`src/rtl/pixel_writeback_fifo.sv`:
```
// Buffers raycaster pixel writes and drains each one as three 32-bit writes on a
// valid/ready memory bus; re-times frame_done behind the last pixel of the frame.
module pixel_writeback_fifo #(
  parameter int          DEPTH   = 16,
  parameter logic [31:0] FB_BASE = 32'h0000_0000
) (
  input  logic                     clk,
  input  logic                     rst_n,
  input  logic                     in_pixel_write_en,
  input  logic [31:0]              in_pixel_addr,
  input  logic [31:0]              in_pixel_word0,
  input  logic [31:0]              in_pixel_word1,
  input  logic [31:0]              in_pixel_word2,
  input  logic                     in_frame_done,
  output logic                     mem_valid,
  input  logic                     mem_ready,
  output logic [31:0]              mem_addr,
  output logic [31:0]              mem_wdata,
  output logic                     out_frame_done,
  output logic [$clog2(DEPTH):0]   fifo_level,
  output logic                     overflow,
  output logic [15:0]              drop_count,
  input  logic                     clear_overflow
);
  localparam int AW = $clog2(DEPTH);

  // Memory bus: a word transfers on a cycle where mem_valid & mem_ready are both
  // high; while mem_valid & !mem_ready, mem_addr/mem_wdata hold their values.
  typedef enum logic [1:0] {IDLE, W0, W1, W2} state_t;

  state_t         state_q, state_d;
  logic [127:0]   mem_q [DEPTH];
  logic [127:0]   hold_q, hold_d;
  logic [AW:0]    wr_ptr_q, wr_ptr_d, rd_ptr_q, rd_ptr_d;
  logic [AW:0]    count_q, count_d;
  logic           mem_valid_q, mem_valid_d;
  logic [31:0]    mem_addr_q, mem_addr_d, mem_wdata_q, mem_wdata_d;
  logic           done_q, done_d;
  logic           pending_q, pending_d;
  logic [AW+1:0]  pend_cnt_q, pend_cnt_d;
  logic           overflow_q, overflow_d;
  logic [15:0]    drop_cnt_q, drop_cnt_d;

  logic [127:0]   in_entry, head;
  logic           hs, empty, full, load_slot, take, pop, bypass, store, drop;
  logic           pend_n;
  logic [AW+1:0]  cnt_n;
  logic [1:0]     word_k;
  logic [31:0]    pix;

  assign in_entry = {in_pixel_addr, in_pixel_word0, in_pixel_word1, in_pixel_word2};
  assign count_q  = wr_ptr_q - rd_ptr_q;
  assign empty    = (count_q == '0);
  assign full     = (count_q == (AW+1)'(DEPTH));
  // An empty FIFO forwards the incoming pixel straight into the holding register
  // so a push into an idle block appears on the bus the very next cycle.
  assign head     = empty ? in_entry : mem_q[rd_ptr_q[AW-1:0]];

  always_comb begin
    hs        = mem_valid_q & mem_ready;
    load_slot = (state_q == IDLE) | ((state_q == W2) & hs);
    take      = load_slot & (~empty | in_pixel_write_en);
    pop       = take & ~empty;
    bypass    = take & empty;
    store     = in_pixel_write_en & ~bypass & (~full | pop);
    drop      = in_pixel_write_en & full & ~pop;

    wr_ptr_d = store ? wr_ptr_q + 1'b1 : wr_ptr_q;
    rd_ptr_d = pop   ? rd_ptr_q + 1'b1 : rd_ptr_q;
    count_d  = wr_ptr_d - rd_ptr_d;
    hold_d   = take ? head : hold_q;

    state_d = state_q;
    case (state_q)
      IDLE: if (take) state_d = W0;
      W0:   if (hs) state_d = W1;
      W1:   if (hs) state_d = W2;
      W2:   if (hs) state_d = take ? W0 : IDLE;
      default: state_d = IDLE;
    endcase

    word_k      = 2'd0;
    mem_wdata_d = mem_wdata_q;
    case (state_d)
      W0: begin word_k = 2'd0; mem_wdata_d = hold_d[95:64]; end
      W1: begin word_k = 2'd1; mem_wdata_d = hold_d[63:32]; end
      W2: begin word_k = 2'd2; mem_wdata_d = hold_d[31:0];  end
      default: ;
    endcase
    pix         = hold_d[127:96];
    mem_valid_d = (state_d != IDLE);
    mem_addr_d  = mem_valid_d
                  ? FB_BASE + {pix[28:0], 3'b000} + {pix[29:0], 2'b00} + {28'd0, word_k, 2'b00}
                  : mem_addr_q;

    // Outstanding pixels after this edge: stored entries plus the one in flight.
    pend_n = pending_q;
    cnt_n  = pend_cnt_q;
    if (in_frame_done) begin
      pend_n = 1'b1;
      cnt_n  = {1'b0, count_d} + (AW+2)'(state_d != IDLE);
    end else if (pending_q & (state_q == W2) & hs) begin
      cnt_n = pend_cnt_q - 1'b1;
    end
    done_d     = pend_n & (cnt_n == '0);
    pending_d  = pend_n & ~done_d;
    pend_cnt_d = cnt_n;

    overflow_d = overflow_q;
    drop_cnt_d = drop_cnt_q;
    if (clear_overflow) begin
      overflow_d = 1'b0;
      drop_cnt_d = '0;
    end else if (drop) begin
      overflow_d = 1'b1;
      if (drop_cnt_q != 16'hFFFF) drop_cnt_d = drop_cnt_q + 16'd1;
    end
  end

  always_ff @(posedge clk) begin
    if (store) mem_q[wr_ptr_q[AW-1:0]] <= in_entry;
  end

  always_ff @(posedge clk or negedge rst_n) begin
    if (!rst_n) begin
      state_q     <= IDLE;
      hold_q      <= '0;
      wr_ptr_q    <= '0;
      rd_ptr_q    <= '0;
      mem_valid_q <= 1'b0;
      mem_addr_q  <= '0;
      mem_wdata_q <= '0;
      done_q      <= 1'b0;
      pending_q   <= 1'b0;
      pend_cnt_q  <= '0;
      overflow_q  <= 1'b0;
      drop_cnt_q  <= '0;
    end else begin
      state_q     <= state_d;
      hold_q      <= hold_d;
      wr_ptr_q    <= wr_ptr_d;
      rd_ptr_q    <= rd_ptr_d;
      mem_valid_q <= mem_valid_d;
      mem_addr_q  <= mem_addr_d;
      mem_wdata_q <= mem_wdata_d;
      done_q      <= done_d;
      pending_q   <= pending_d;
      pend_cnt_q  <= pend_cnt_d;
      overflow_q  <= overflow_d;
      drop_cnt_q  <= drop_cnt_d;
    end
  end

  assign mem_valid      = mem_valid_q;
  assign mem_addr       = mem_addr_q;
  assign mem_wdata      = mem_wdata_q;
  assign out_frame_done = done_q;
  assign fifo_level     = count_q;
  assign overflow       = overflow_q;
  assign drop_count     = drop_cnt_q;
endmodule

```
`config.mk`:
```
export PLATFORM = sky130hd
export DESIGN_NAME = pixel_writeback_fifo
export DESIGN_NICKNAME = d
export VERILOG_FILES = /design/src/rtl/pixel_writeback_fifo.sv
export SDC_FILE = /design/constraint.sdc
export NUM_CORES = 2
export LEC_CHECK = 0
export ABC_AREA = 1
export CORE_MARGIN = 2
export CORE_UTILIZATION = 40
export CTS_BUF_LIST = sky130_fd_sc_hd__clkbuf_16
export CTS_CLUSTER_DIAMETER = 50
export DETAILED_ROUTE_END_ITERATION = 6
export SETUP_SLACK_MARGIN = 0.02
export SLEW_MARGIN = 20
export SYNTH_ARGS = -nofsm -noshare
export SYNTH_HDL_FRONTEND = slang
export SYNTH_SLANG_ARGS = --single-unit
```
`constraint.sdc`:
```
create_clock -name clk -period 9.6 [get_ports clk]
set_input_delay 0.96 -clock clk [delete_from_list [all_inputs] [get_ports clk]]
set_output_delay 0.96 -clock clk [all_outputs]
set_load 0.005 [all_outputs]
```
==> impl_metrics.py <==
metrics = {
    "grt": {
        "antenna_found_initial": 48,
        "track_usage_pct": 23.1,
        "grt_overflow": 0,
        "grt_pass1_wl_mm": 391,
        "grt_pass1_vias": 56900,
        "grt_start_max_net_pins": 215,
    },
    "clock_tree": {
        "clock_sink_count": 2242,
        "clockBufferDepth": 3,
        "clk_pin_slew_worst_paths_ns": 0.06,
        "clock_latency_ns": 0.90,
        "htree_levels": 4,
        "cts_hold_buf": 0,
        "cts_tree": "yes",
        "cts_resized": 0,
        "numCtsBuffers": 229,
        "cts_root_buf": "clkbuf_16",
        "cts_post_setup_buffers_inserted": 0,
    },
    "synthesis": {
        "synthTopCellsByArea": "edfxtp_1 68%, dfrtp_1 6.3%, o21ai_0 5.9%",
        "ys_seq_elements": 2242,
        "synth_area_per_cell_sq_um": 12.8,
        "postSynthCellCount": 7006,
        "yosys_warnings": 0,
        "synth_area_sq_mm": 0.0896,
        "yosysTopAreaCellShare_pct": 67.5,
        "synth_area_leader_cell": "edfxtp_1",
        "seq_area_frac_synth_pct": 73.9,
        "synthArstFlopShare_pct": 10.1,
        "ys.flop_type": "edfxtp_1",
        "synth-edff-count": 2016,
        "ys_types": 51,
    },
    "power_and_ir_drop": {
        "power-per-cell-area_mw_per_mm2": 339,
        "power.leakage_nw": 34.1,
        "vdd_drop_max_v": 0.000408,
    },
    "place": {
        "gp_congestion": 0.863,
        "dpl_cell_area_sq_mm": 0.0946,
        "dp_cells": 9833,
        "hpwl_mm": 138,
        "port_buffers": 217,
    },
    "finish": {
        "final_layout_size_suffix_gt1_share_pct": 6.68,
        "n_fill_cell": 19900,
        "final_cells": 10300,
        "area_growth_pct": 13.8,
        "fin_area_sq_mm": 0.102,
        "final_core_util_pct": 45.8,
        "final_nets": 7300,
    },
    "timing": {
        "hold_slack_ns": 0.118,
        "max_freq_mhz": 139,
        "slew_viol_final": 0,
        "worst_pin_slew_ns": 1.11,
        "slew-limit-headroom_pct": 25.7,
        "fin_skew_ns": 0.0715,
        "hold_viol_final": 0,
        "tns_ns": 0,
        "rsz0062_at_grt": "no",
        "min_period_ns": 7.20,
        "period_share_pct": 75.0,
        "setup_viol": 0,
    },
    "floorplanning": {
        "initial_core_util_pct": 40.3,
        "core_region_area_sq_mm": 0.223,
        "die-area_sq_mm": 0.228,
        "die_x_microns": 477,
        "rows": 173,
        "die_height_microns": 477,
        "ios": 222,
    },
    "job": {
        "max_cap_viol_count": 0,
    },
    "route": {
        "drt_iter0_drc": 6640,
        "drc_errors": 0,
        "drtPass1Iterations": 6,
        "vias_per_cell": 5.79,
        "dr_total_vias": 59500,
        "wire_per_inst_microns": 26.2,
        "ant_nets": 0,
        "wirelength_mm": 269,
    },
    "min_path": {
        "worst_hold_path_type": "in2async",
    },
    "worst_setup_path": {
        "critPathKind": "reg2reg",
        "start_kind": "register",
        "arrival_ns": 8.02,
        "end_kind": "register",
        "cp_max_fo": 88,
        "required_ns": 10.42,
        "cpMaxStageDelayCell": "dfrtp_4",
        "max_stage_delay_ns": 0.88,
    },
    "outcome": {
        "status": "finished, final reports clean",
    },
}
layer usage:
metal	GRT usage, %	wire length (microns)	vias to the layer above
li1	-	-	26200
met1	32.2	111000	30100
met2	36.1	125000	2698
met3	4.72	24700	479
met4	7.76	8350	42
met5	0	263	-
stage by stage:
stage	total power, mW	setup WS (ns)
5_1_grt	36.4	2.05
6_report	34.6	2.40
2_1_floorplan	21.2	1.31
3_3_place_gp	25.7	2.51
4_1_cts	34.6	2.44
3_5_place_dp	25.9	2.44
cells in the final DEF, fill, tap and decap left out, drive strengths merged, types with 216 or more instances in the layout:
| cell | Yosys | routed |
|---|---|---|
| nand3 | 350 | 350 |
| nand2 | 792 | 792 |
| clkbuf | 297 | 232 |
| o22ai | 275 | 275 |
| dfrtp | 226 | 226 |
| o21ai | 1056 | 1056 |
| clkdlybuf4s50 | 0 | 216 |
| nor2 | 1117 | 1117 |
| o221ai | 225 | 225 |
| edfxtp | 2016 | 2016 |
cell usage after synthesis (2+ instances only):
library cell and number:
edfxtp_1 2016, nor2_1 1114, o21ai_0 1050, nand2_1 781, nand3_1 348, clkbuf_1 297, o22ai_1 275, dfrtp_1 226
o221ai_1 225, buf_2 115, inv_1 93, a21oi_1 76, ha_1 73, a31oi_1 66, buf_4 29, o211ai_1 28
a221o_1 26, buf_1 23, xor2_1 20, nor3_1 16, xnor2_1 13, nand4_1 10, nand2_2 9, a21o_1 6
inv_2 6, nor4_1 6, buf_6 5, nand3b_1 5, o21ai_1 5, o21bai_1 5, o31ai_1 5, fa_1 4
o21a_1 4, or2_2 3, a211oi_1 2, clkinv_1 2, nand2_4 2, nand3_2 2, nor2_2 2, nor3_2 2
where the power goes:
part	internal, mW	switching [mW]	total, mW
Sequential	12.1	0.513	12.6
Clock	4.84	3.83	8.67
Combinational	3.78	9.47	13.3
path summary, 6_finish.rpt:
check	start	to	slack, ns	cells past startpoint
worst min register to register	mem_addr[3]	mem_addr[3]	0.48	2
worst max register to register	rd_ptr_q[2]	mem_addr[31]	2.40	28
max in group asynchronous	rst_n	hold_q[55]	7.15	3
worst min-delay path	rst_n	hold_q[102]	0.12	1
min in group clk	mem_addr[3]	mem_addr[3]	0.48	2
worst max-delay path	rd_ptr_q[2]	mem_addr[31]	2.40	28
worst max-delay path: cells and delay by family, from the launching register on:
| kind | cells | cell delay, ns |
|---|---|---|
| compound gates | 5 | 1.19 |
| fa+ha+maj | 4 | 1.71 |
| buf+inv | 5 | 1.22 |
| flops | 1 | 0.88 |
| simple gates | 14 | 2.11 |
state kept, by name (all words and copies together), names as in the netlist:
signal	cells
hold_q	126
state_q	2
wr_ptr_q	5
mem_q	2016
overflow	1
drop_count	16
mem_wdata	32
mem_addr	30
rd_ptr_q	5
out_frame_done	1
pending_q	1
mem_valid	1
pend_cnt_q	6
area by class of cell:
cell class	instances	area, sq um	area share (%)
Antenna cell	12	30.0	0.0294
Clock buffer	232	5810	5.69
Clock inverter	202	1580	1.55
Inverter	101	419	0.411
Multi-Input combinational cell	4195	21200	20.7
Sequential cell	2242	66200	64.9
Tap cell	2975	3720	3.65
Timing Repair Buffer	320	3090	3.03
cells by family (layout without fill, tap and decap cells):
group                    count (synthesis)  in the layout  share of synthesized area [%]
AO/OA/AOI/OAI                         1781           1781                           11.7
XOR/XNOR                                33             33                          0.322
adder cells (fa/ha/maj)                 77             77                           1.11
buffers and inverters                  570            855                           2.71
flip-flops                            2242           2242                           73.9
other                                    1             14                        0.00418
AND/OR/NAND/NOR                       2302           2302                           10.3
No activity file was read; power rests on OpenSTA's default activity.
